[config.mk]
export PLATFORM = sky130hd
export DESIGN_NAME = i2s_tx
export DESIGN_NICKNAME = d
export VERILOG_FILES = /design/src/rtl/i2s_pkg.sv /design/src/rtl/i2s_tx_fifo.sv /design/src/rtl/i2s_tx.sv
export SDC_FILE = /design/constraint.sdc
export NUM_CORES = 1
export LEC_CHECK = 0
export CORE_MARGIN = 2
export CORE_UTILIZATION = 62
export CTS_CLUSTER_DIAMETER = 40
export DETAILED_ROUTE_END_ITERATION = 8
export PLACE_DENSITY = 0.91
export SLEW_MARGIN = 5
export SYNTH_ARGS = -nofsm -noshare
export SYNTH_HDL_FRONTEND = slang
export SYNTH_SLANG_ARGS = --single-unit
[constraint.sdc]
create_clock -name clk -period 6.43 [get_ports clk]
set_input_delay 1.286 -clock clk [delete_from_list [all_inputs] [get_ports clk]]
set_output_delay 1.286 -clock clk [all_outputs]
set_load 0.005 [all_outputs]
[src/rtl/i2s_pkg.sv]
// Constants and sample-pair type shared by the I2S transmit and capture paths.
package i2s_pkg;

    localparam int I2S_SLOT_BITS    = 32;
    localparam int I2S_SLOTS        = 2;
    localparam int I2S_BCK_PER_MCLK = 4;
    localparam int I2S_FRAME_BITS   = I2S_SLOT_BITS * I2S_SLOTS;
    localparam int AUDIO_WIDTH      = 16;

    typedef struct packed {
        logic [AUDIO_WIDTH-1:0] left;
        logic [AUDIO_WIDTH-1:0] right;
    } audio_pair_t;

endpackage

[src/rtl/i2s_tx_fifo.sv]
// Two-entry FIFO of sample pairs; full_next lets the owner register a ready flag
// that tracks the occupancy after the current edge.
module i2s_tx_fifo
    import i2s_pkg::*;
#(
    parameter type T = audio_pair_t
) (
    input  logic clk,
    input  logic rst,
    input  logic push,
    input  logic pop,
    input  T     wr_data,
    output T     rd_data,
    output logic full,
    output logic empty,
    output logic full_next
);

    T           mem_q [2];
    logic       wr_ptr_q, wr_ptr_d;
    logic       rd_ptr_q, rd_ptr_d;
    logic [1:0] count_q, count_d;
    logic       do_push, do_pop;

    always_comb begin
        do_push  = push && (count_q != 2'd2);
        do_pop   = pop && (count_q != 2'd0);
        wr_ptr_d = do_push ? ~wr_ptr_q : wr_ptr_q;
        rd_ptr_d = do_pop ? ~rd_ptr_q : rd_ptr_q;
        count_d  = count_q;
        case ({do_push, do_pop})
            2'b10:   count_d = count_q + 2'd1;
            2'b01:   count_d = count_q - 2'd1;
            default: count_d = count_q;
        endcase
    end

    always_ff @(posedge clk or posedge rst) begin
        if (rst) begin
            wr_ptr_q <= 1'b0;
            rd_ptr_q <= 1'b0;
            count_q  <= 2'd0;
        end else begin
            wr_ptr_q <= wr_ptr_d;
            rd_ptr_q <= rd_ptr_d;
            count_q  <= count_d;
        end
    end

    // Storage needs no reset: an entry is only read after it has been written.
    always_ff @(posedge clk) begin
        if (do_push) mem_q[wr_ptr_q] <= wr_data;
    end

    assign rd_data   = mem_q[rd_ptr_q];
    assign full      = (count_q == 2'd2);
    assign empty     = (count_q == 2'd0);
    assign full_next = (count_d == 2'd2);

endmodule

[src/rtl/i2s_tx.sv]
// I2S (Philips) master transmitter: MCLK/BCK/LRCK generated by counters on clk,
// 16-bit stereo pairs buffered two deep and serialised MSB one BCK after LRCK.
module i2s_tx
    import i2s_pkg::*;
#(
    parameter int MCLK_HALF = 3,
    parameter int WIDTH     = 16
) (
    input  logic             clk,
    input  logic             rst,
    input  logic [WIDTH-1:0] sample_l,
    input  logic [WIDTH-1:0] sample_r,
    input  logic             sample_valid,
    output logic             sample_ready,
    output logic             i2s_mclk,
    output logic             i2s_bck,
    output logic             i2s_lrck,
    output logic             i2s_dout,
    output logic             frame_start,
    output logic             underrun
);

    localparam int DIV_TOP  = 2 * MCLK_HALF * I2S_BCK_PER_MCLK - 1;
    localparam int DIV_W    = $clog2(DIV_TOP + 1);
    localparam int MCLK_TOP = 2 * MCLK_HALF - 1;
    localparam int MCLK_W   = (MCLK_TOP > 0) ? $clog2(MCLK_TOP + 1) : 1;
    localparam int BIT_W    = $clog2(I2S_FRAME_BITS);
    localparam int SLOT_W   = $clog2(I2S_SLOT_BITS);

    typedef struct packed {
        logic [WIDTH-1:0] left;
        logic [WIDTH-1:0] right;
    } pair_t;

    logic [DIV_W-1:0]  div_cnt_q, div_cnt_d;
    logic [MCLK_W-1:0] mclk_cnt_q, mclk_cnt_d;
    logic [BIT_W-1:0]  bit_cnt_q, bit_cnt_d;
    pair_t             frame_q, frame_d;
    logic              mclk_q, mclk_d;
    logic              bck_q, bck_d;
    logic              lrck_q, lrck_d;
    logic              dout_q, dout_d;
    logic              frame_start_q, frame_start_d;
    logic              underrun_q, underrun_d;
    logic              ready_q, ready_d;

    logic              bit_tick, frame_tick;
    logic              push;
    logic              fifo_full, fifo_empty, fifo_full_next;
    pair_t             fifo_wr, fifo_rd;
    logic [SLOT_W-1:0] slot_pos;
    logic [WIDTH-1:0]  slot_word, shifted;

    assign fifo_wr = {sample_l, sample_r};
    assign push    = sample_valid && ready_q && !fifo_full;

    i2s_tx_fifo #(
        .T(pair_t)
    ) u_fifo (
        .clk      (clk),
        .rst      (rst),
        .push     (push),
        .pop      (frame_tick),
        .wr_data  (fifo_wr),
        .rd_data  (fifo_rd),
        .full     (fifo_full),
        .empty    (fifo_empty),
        .full_next(fifo_full_next)
    );

    // Outputs are registered from next-state values so each pin reflects the
    // counters held in the same cycle.
    always_comb begin
        bit_tick      = (div_cnt_q == DIV_W'(DIV_TOP));
        frame_tick    = bit_tick && (bit_cnt_q == BIT_W'(I2S_FRAME_BITS - 1));
        div_cnt_d     = bit_tick ? '0 : div_cnt_q + 1'b1;
        mclk_cnt_d    = (mclk_cnt_q == MCLK_W'(MCLK_TOP)) ? '0 : mclk_cnt_q + 1'b1;
        bit_cnt_d     = bit_tick ? bit_cnt_q + 1'b1 : bit_cnt_q;

        frame_d       = frame_q;
        if (frame_tick) frame_d = fifo_empty ? '0 : fifo_rd;
        frame_start_d = frame_tick;
        underrun_d    = frame_tick && fifo_empty;
        ready_d       = !fifo_full_next;

        mclk_d        = (int'(mclk_cnt_d) >= MCLK_HALF);
        bck_d         = (int'(div_cnt_d) >= 4 * MCLK_HALF);
        lrck_d        = bit_cnt_d[BIT_W-1];
        slot_pos      = bit_cnt_d[SLOT_W-1:0];
        slot_word     = lrck_d ? frame_d.right : frame_d.left;
        shifted       = '0;
        if ((slot_pos != '0) && (int'(slot_pos) <= WIDTH))
            shifted = slot_word >> (WIDTH - int'(slot_pos));
        dout_d        = shifted[0];
    end

    always_ff @(posedge clk or posedge rst) begin
        if (rst) begin
            div_cnt_q     <= '0;
            mclk_cnt_q    <= '0;
            bit_cnt_q     <= '0;
            frame_q       <= '0;
            mclk_q        <= 1'b0;
            bck_q         <= 1'b0;
            lrck_q        <= 1'b0;
            dout_q        <= 1'b0;
            frame_start_q <= 1'b0;
            underrun_q    <= 1'b0;
            ready_q       <= 1'b0;
        end else begin
            div_cnt_q     <= div_cnt_d;
            mclk_cnt_q    <= mclk_cnt_d;
            bit_cnt_q     <= bit_cnt_d;
            frame_q       <= frame_d;
            mclk_q        <= mclk_d;
            bck_q         <= bck_d;
            lrck_q        <= lrck_d;
            dout_q        <= dout_d;
            frame_start_q <= frame_start_d;
            underrun_q    <= underrun_d;
            ready_q       <= ready_d;
        end
    end

    assign i2s_mclk     = mclk_q;
    assign i2s_bck      = bck_q;
    assign i2s_lrck     = lrck_q;
    assign i2s_dout     = dout_q;
    assign frame_start  = frame_start_q;
    assign underrun     = underrun_q;
    assign sample_ready = ready_q;

endmodule
==> impl_summary.md, run 1 <==
Floorplan
The overall die width is 94.3 um. The boundary pin count is 42. The initialized floorplan defines 32 standard-cell rows. The die area is 8880 sq um. The initial core utilization is 0.647. The die is 94.3 um tall. The region available for standard cell placement spans 7810 sq um.

Cells and area
The sequential cells in the finished layout cover a total of 3320 sq um. At the end of the flow, the number of nets in the layout was 429. The area of combinational cells with multiple inputs is 1610 sq um. The share of layout cells above drive strength 1 is 0.211. The library cell used most frequently in the layout, excluding fill and tap cells, is sky130_fd_sc_hd__edfxtp_1.

The core utilization of the finished layout is 0.790. The area growth from synthesis to layout is 22.1%. The finished cells cover 6160 sq um. The filler cell count in the final layout is 424. The repair_antennas step left the layout with diodes totalling 0. The top cell types in the final layout, fill and taps aside, are sky130_fd_sc_hd__edfxtp_1 (64), sky130_fd_sc_hd__dfrtp_1 (55), sky130_fd_sc_hd__nor2_1 (43), sky130_fd_sc_hd__clkdlybuf4s50_1 (41), sky130_fd_sc_hd__mux2i_1 (37).

Logic synthesis
The mapped cell area is 5050 sq um. Counting every instance in the synthesized netlist gives 337. The share of the Yosys chip area taken by registers is 0.658. The average instance in the mapped netlist occupies 15.0 sq um. For this run, asynchronously set or reset flops after synthesis account for 0.467. The count of flip-flops with a built-in enable after synthesis is 64. The most frequently used flop master after synthesis is sky130_fd_sc_hd__edfxtp_1.

Counting every net in the synthesized netlist gives 377. Synthesis inferred 120 register bits. The synthesized netlist contains 45 unique library cells.

During synthesis, Yosys emitted a total of 0 warnings.

Clock tree
After clock tree synthesis, the setup repair step added 0 buffers. At the later pin of the worst-skew pair, clock insertion delay measures 0.52 ns. In this run the deepest clock path goes through 2 buffers. The H-tree was split into 4 levels. The number of buffers created by CTS is 17. The CTS sink count is 120.

The hold-fix buffer count after cts is 0. The CTS clock-pin slew for the worst setup and hold paths is 0.06 ns. TritonCTS built the clock tree. Clock tree synthesis selected as its root buffer the cell sky130_fd_sc_hd__clkbuf_8. The post-cts sizing count is 0.

Drt
The first detailed-routing pass took 4 iterations. The post-detailed-routing wire length is 9800 um. Dividing the detail-routed via count by the number of cells gives 5.82.

In this run the remaining antenna-violating nets after routing total 0. The vias after detailed routing is 2932. In the final routed layout, each cell accounts on average for 19.4 um. The detailed router's first-iteration violation count is 198.

After detailed routing, the number of remaining DRC violations is 0.

Timing
The clock arrives with 0.00659 ns of skew. The final number of max-transition violations is 0. Dividing the final minimum period by the clock period gives 0.566. Setup violations remaining at the end of the flow were counted as 0. The time the worst path needs with I/O delays and setup is 3.64 ns. The setup TNS after final layout is 0 ns. The peak clock frequency supported by timing is 275 MHz. The pin slew with the least headroom to its limit is 0.983 ns.

The final hold violation count is 0. Setup repair after global routing left no endpoint under its margin. Measured against its own limit, the worst slew margin works out to 0.344.

Worst setup path
For this design, the slowest cell found on the critical path is sky130_fd_sc_hd__nand4b_1. The endpoint arrival time on the critical path is 4.04 ns. The kind of start point of the critical path is a flip-flop. The critical path goes through ha_1 > nand4b_1 > xnor2_2 > inv_2 > ha_1 > nand2_1 > or3_1 > a211oi_1 > mux2i_1 > a311oi_1 > a31oi_1 > o2bb2ai_1.

The critical path capture point type is a flip-flop. The most prevalent standard cell on the critical path is sky130_fd_sc_hd__ha_1. In this run the worst path has a maximum fanout of 11. The required time reported for the critical path endpoint is 6.83 ns. In this run the worst setup path begins at div_cnt_q[0]. The start of the worst register-to-register path is div_cnt_q[0]. The category of the critical setup timing path is flip-flop to flip-flop.

In this design, the stage delay of the slowest critical-path cell is 0.50 ns.

Global route
The number of global-route vias before repair came to 3183. The largest net degree at the start of global routing is 57. The first global-routing pass estimated 15800 um of wire. The initial antenna violation count is 0. The overall routing resource usage is 0.246. The total overflow left after global routing is 0.

Outcome
The flow ran to the end, and the final reports show no timing, DRC or antenna violations.

Worst hold path
The startpoint identified for the worst hold timing path is frame_q[12]. The worst hold path belongs to the class flip-flop to flip-flop.

Placed design
The congestion estimate from routability-driven global placement came to 0.813. Detailed placement ended at an HPWL of 5680 um. Summing all placed instances gives a cell area of 5550 sq um. The total of buffers placed on input and output ports is 41.

Power
Of the total power, combinational logic draws 0.017. The power density of the placed cells is 295 nW/um^2. Of the total power, registers draw 0.447.

The maximum resistive drop on vdd is 196 uV. For this design the total switching power over the nets is 0.356 mW. The internal power of the cells totals 1.46 mW.

Of the total power, the share spent switching nets is 0.196. The standby leakage power is 2.51 nW. The clock network power share is 0.537.

Flow run
The max-cap violation count is 0.
cell type report:
type                    count  area share
multi-input cells         193       0.261
clock inverters            14      0.0323
inverters                  13     0.00852
flip-flops and latches    120       0.539
repair buffers             44      0.0702
well taps                 102      0.0207
clock buffers              18      0.0678
Yosys cell counts (5+ instances only):
cell type                   n  area (sq um)
sky130_fd_sc_hd__edfxtp_1  64          1920
sky130_fd_sc_hd__dfrtp_1   56          1400
sky130_fd_sc_hd__nor2_1    45           169
sky130_fd_sc_hd__mux2i_1   37           370
sky130_fd_sc_hd__mux2_2    31           349
sky130_fd_sc_hd__nand2_1   14          52.6
sky130_fd_sc_hd__inv_1     11          41.3
sky130_fd_sc_hd__mux4_2     8           180
sky130_fd_sc_hd__buf_2      5          25.0
sky130_fd_sc_hd__ha_1       5          62.6
sky130_fd_sc_hd__nand3_1    5          25.0
sky130_fd_sc_hd__xor2_1     5          43.8
registers in the layout (all words and copies together), names as in the netlist:
name and flops:
bit_cnt_q 6, div_cnt_q 5, frame_q 32, frame_start 1
i2s_bck 1, i2s_dout 1, i2s_mclk 1, mclk_cnt_q 3
sample_ready 1, u_fifo.count_q 2, u_fifo.mem_q 64, u_fifo.rd_ptr_q 1
u_fifo.wr_ptr_q 1, underrun 1
per-stage QoR:
stage	hold WS, ns	setup WS (ns)	cells	total power [mW]
6_report	0.496	2.79	504	1.82
5_1_grt	0.516	2.48	504	1.87
2_1_floorplan	0.433	3.19	337	0.832
3_3_place_gp	0.453	3.08	472	0.855
3_5_place_dp	0.477	2.99	472	0.857
4_1_cts	0.495	2.82	504	1.83
per-layer routing:
metal	wire length (um)	GRT usage	share of wire	vias to the layer above
li1	-	-	-	1319
met1	3810	0.289	0.39	1479
met2	5260	0.416	0.54	108
met3	494	0.0674	0.050	26
met4	234	0.121	0.024	0
met5	0	0	0	-
worst paths after layout:
kind,end,slack [ns],depth (start not counted)
setup / recovery,i2s_dout,2.79,12
hold / removal,frame_q[12],0.50,1
setup reg to reg,i2s_dout,2.79,12
hold reg to reg,frame_q[12],0.50,1
max in group asynchronous,u_fifo.rd_ptr_q,4.54,2
min in group asynchronous,div_cnt_q[2],1.29,2
critical path: cells and delay by family, from the launching register on:
family,cells,cell delay (ns)
flip-flops,1,0.40
adder cells (fa/ha/maj),2,0.56
AND/OR/NAND/NOR,3,0.96
multiplexers,1,0.36
buffers and inverters,1,0.23
AO/OA/AOI/OAI,4,0.68
XOR/XNOR,1,0.32
logic make-up after synthesis:
logic type / count (synthesis) / synth area share
buffers and inverters: 24 / 0.0240
flip-flops: 120 / 0.658
AND/OR/NAND/NOR: 84 / 0.0766
XOR/XNOR: 13 / 0.0312
multiplexers: 76 / 0.178
AO/OA/AOI/OAI: 15 / 0.0196
adder cells (fa/ha/maj): 5 / 0.0124
power groups by stage:
| stage | Combinational [mW] | Clock (mW) | Sequential, mW |
|---|---|---|---|
| 5_1_grt | 0.0337 | 1.02 | 0.811 |
| 2_1_floorplan | 0.00515 | 0 | 0.827 |
| 3_3_place_gp | 0.0290 | 0 | 0.826 |
| 4_1_cts | 0.0311 | 0.983 | 0.811 |
| 3_5_place_dp | 0.0306 | 0 | 0.826 |
| 6_report | 0.0306 | 0.975 | 0.812 |
Power figures use the tool's default switching activity.
==> inputs of run 2 (changes only) <==
--- a/config.mk
+++ b/config.mk
@@ -6,10 +6,10 @@
 export NUM_CORES = 1
 export LEC_CHECK = 0
 export CORE_MARGIN = 2
-export CORE_UTILIZATION = 62
+export CORE_UTILIZATION = 52
 export CTS_CLUSTER_DIAMETER = 40
 export DETAILED_ROUTE_END_ITERATION = 8
-export PLACE_DENSITY = 0.91
+export PLACE_DENSITY = 0.83
 export SLEW_MARGIN = 5
 export SYNTH_ARGS = -nofsm -noshare
 export SYNTH_HDL_FRONTEND = slang
==> constraint.sdc (replaced) <==
create_clock -name clk -period 3.2 [get_ports clk]
set_input_delay 0.64 -clock clk [delete_from_list [all_inputs] [get_ports clk]]
set_output_delay 0.64 -clock clk [all_outputs]
set_load 0.005 [all_outputs]
==> impl_summary.md, run 2 (synthesis gave the netlist of run 1 again) <==
Drt
Signal routing reaches up to met4. The wire length on met2 is 4600 um (-13%). The detailed-router iteration count before antenna repair is 6 (+2). The met1 wire length was 3830 um (+0.47%). The final routed DRC violation total was 0 (unchanged).

The remaining antenna violation count is 0 (unchanged). The vias after detailed routing is 2802 (-4.4%). The post-detailed-routing wire length is 8870 um (-9.5%). The routed length per instance is 16.5 um (-15%).

The routed via count divided by cell count is 5.22 (-10%). The detailed route wirelength on metal3 came to 351 um (-29%). The detailed router's first-iteration violation count is 125 (-37%).

Placed design
The number of placed cells counting well taps was 504 (+6.8%). The post-place instance area came to 5630 sq um (+1.5%). The routability congestion estimate from global placement is 0.815 (+0.23%).

The post-placement setup slack is 0.211 ns (-2.78 ns). The HPWL reported at the end of detailed placement came to 5360 um (-5.7%). The total of buffers placed on input and output ports was 41 (unchanged).

Clock tree
The buffer depth of the longest clock path is 2 (unchanged). The hold-fix buffer count after cts is 0 (unchanged). The CTS clock-pin slew for the worst setup and hold paths is 0.06 ns (about the same).

The H-tree level count came to 4 (unchanged). The library cell used as clock root buffer is sky130_fd_sc_hd__clkbuf_8. The number of buffers created by CTS came to 17 (unchanged). The clock insertion delay at the later pin of the skew report is 0.51 ns (about the same). The CTS sink count is 120 (unchanged).

The TritonCTS clock tree is yes.

Power
The clock network power share was 0.523 (-0.014). The switching share of power is 0.192 (-0.00411). The maximum resistive drop on vdd is 335 uV (+71%).

The overall power after layout came to 3.55 mW (+95%). The internal portion of total power is 2.87 mW (+96%). The relative contribution of combinational cells to total power is 0.017 (about the same). The sequential fraction of design power is 0.460 (+0.013). The switching power total is 0.679 mW (+91%). The standby leakage power came to 2.53 nW (+0.79%). The power density of the placed cells is 569 nW/um^2 (+93%).

Worst setup path
The required time reported for the critical path endpoint is 3.59 ns (-3.24 ns). The endpoint arrival time on the critical path is 3.40 ns (-0.64 ns). STA classifies the critical path endpoint as a flip-flop. The kind of start point of the critical path is a flip-flop. The register-to-register setup slack is 0.20 ns (-2.60 ns).

The largest fanout of any net on the critical path came to 34 (+23). The category of the critical setup timing path is flip-flop to flip-flop.

Timing
The final setup skew is 0.00817 ns (+0.00158 ns). The final cycle utilization of the critical path is 0.938 (+0.373). The setup TNS after final layout is 0 ns (unchanged).

The final hold violation count is 0 (unchanged). The worst hold margin is 0.471 ns (-0.0254 ns). The final number of max-transition violations is 0 (unchanged). The final count of negative-setup-slack endpoints is 0 (unchanged). Setup repair after global routing left no endpoint under its margin. The worst path setup slack after routing is 0.197 ns (-2.60 ns). The worst-case headroom to the max-slew limit was 0.517 (+0.172). The pin slew with the least headroom to its limit came to 0.725 ns (-0.259 ns).

The peak clock frequency supported by timing came to 333 MHz (+21%). The time the worst path needs with I/O delays and setup is 3.00 ns (-0.633 ns).

Cells and area
The share of layout cells above drive strength 1 was 0.221 (+0.00915). The synthesis-to-layout area growth is 23.4%. The most common cell after layout, fill and taps aside is sky130_fd_sc_hd__edfxtp_1. The filler cell count in the final layout is 622 (+47%).

The number of flip-flops under the largest register name is 64 (unchanged). The largest registers in the layout are u_fifo.mem_q x64, frame_q x32, bit_cnt_q x6. The register name with the most flops is u_fifo.mem_q. The number of diodes added for antenna fixing came to 0 (unchanged).

The final instance area is 6230 sq um (+1.1%). The area of combinational cells with multiple inputs came to 1620 sq um (+0.39%). In the layout the commonest cells are sky130_fd_sc_hd__edfxtp_1 (64), sky130_fd_sc_hd__dfrtp_1 (55), sky130_fd_sc_hd__nor2_1 (43), sky130_fd_sc_hd__clkdlybuf4s50_1 (41), sky130_fd_sc_hd__mux2i_1 (37). The post-layout instance count excluding filler cells is 537 (+6.5%). The final net count is 435 (+1.4%). The core utilization of the finished layout came to 0.668 (-0.122).

The sequential cell area is 3320 sq um (unchanged).

Floorplan
The boundary pin count came to 42 (unchanged). The die boundary height was 103 um (+8.8%). The die area came to 10500 sq um (+18%). The floorplan core area is 9330 sq um (+19%). The initial core utilization is 0.541 (-0.105). The number of rows in the core area is 35 (+9.4%).

The overall die width came to 103 um (+8.8%).

Global route
The initial antenna violation count came to 0 (unchanged). The largest net degree at the start of global routing is 57 (unchanged). The number of global-route vias before repair was 2950 (-7.3%). The global-route congestion overflow total was 0 (unchanged).

The wire length of the first global-routing pass was 14500 um (-8.1%). The overall routing resource usage came to 0.188 (-0.0571).

Flow run
The max-cap violation count came to 0 (unchanged).

Worst hold path
The path class of the tightest hold or removal check is flip-flop to flip-flop.

Outcome
The flow ran to the end, and the final reports show no timing, DRC or antenna violations.
==> run 2: cell count changes in the layout (fill, tap and decap cells not counted), sizes merged <==
cell	change
bufinv	-1
clkbuf	+1
inv	-1
buf	+6
clkinv	+1
==> run 2: power groups by stage <==
stage / combinational [mW] / clock (mW) / sequential [mW]
6_report: 0.0614 / 1.85 / 1.63
3_5_place_dp: 0.0623 / 0 / 1.66
2_1_floorplan: 0.0104 / 0 / 1.66
5_1_grt: 0.0675 / 1.95 / 1.63
3_3_place_gp: 0.0597 / 0 / 1.66
4_1_cts: 0.0625 / 1.88 / 1.63
==> run 2: repair_timing <==
action                     in CTS  in global routing
resized for setup               0                  1
setup endpoints to repair       0                  1
setup buffers                   0                  1
==> run 2: metal layers <==
metal,vias up,global-route usage
met2,67,0.315
met4,0,0.0605
li1,1329,-
met1,1396,0.233
met3,10,0.0651
met5,-,0
==> run 2: path summary, 6_finish.rpt <==
| kind | end | start | cells past startpoint |
|---|---|---|---|
| setup / recovery | i2s_dout | div_cnt_q[0] | 9 |
| hold / removal | frame_q[17] | frame_q[17] | 2 |
| setup reg to reg | i2s_dout | div_cnt_q[0] | 9 |
| hold reg to reg | frame_q[17] | frame_q[17] | 2 |
| max in group asynchronous | u_fifo.rd_ptr_q | rst | 3 |
| min in group asynchronous | div_cnt_q[4] | rst | 3 |
==> run 2: area by class of cell <==
type | instances | share of cell area
clock buffer | 19 | 0.0693
clock inverter | 13 | 0.0249
inverter | 13 | 0.00823
multi-input combinational | 193 | 0.259
sequential | 120 | 0.534
tap | 129 | 0.0259
timing repair buffer | 50 | 0.0787
==> run 2: worst max-delay path, stage by stage (launching register included) <==
cell and delay [ns]:
sky130_fd_sc_hd__dfrtp_1 0.40, sky130_fd_sc_hd__ha_1 0.23, sky130_fd_sc_hd__nand4b_1 0.13, sky130_fd_sc_hd__or3_4 0.45
sky130_fd_sc_hd__inv_4 0.34, sky130_fd_sc_hd__mux2_2 0.40, sky130_fd_sc_hd__mux4_2 0.47, sky130_fd_sc_hd__a22o_1 0.24
sky130_fd_sc_hd__a31oi_1 0.13, sky130_fd_sc_hd__o2bb2ai_1 0.07
==> inputs of run 3 (changes only) <==
--- a/config.mk
+++ b/config.mk
@@ -10,6 +10,7 @@
 export CTS_CLUSTER_DIAMETER = 40
 export DETAILED_ROUTE_END_ITERATION = 8
 export PLACE_DENSITY = 0.83
+export SKIP_LAST_GASP = 1
 export SLEW_MARGIN = 5
 export SYNTH_ARGS = -nofsm -noshare
 export SYNTH_HDL_FRONTEND = slang
==> results of run 3 <==
Same layout as run 2: the final DEF is identical, and so are final timing and power.
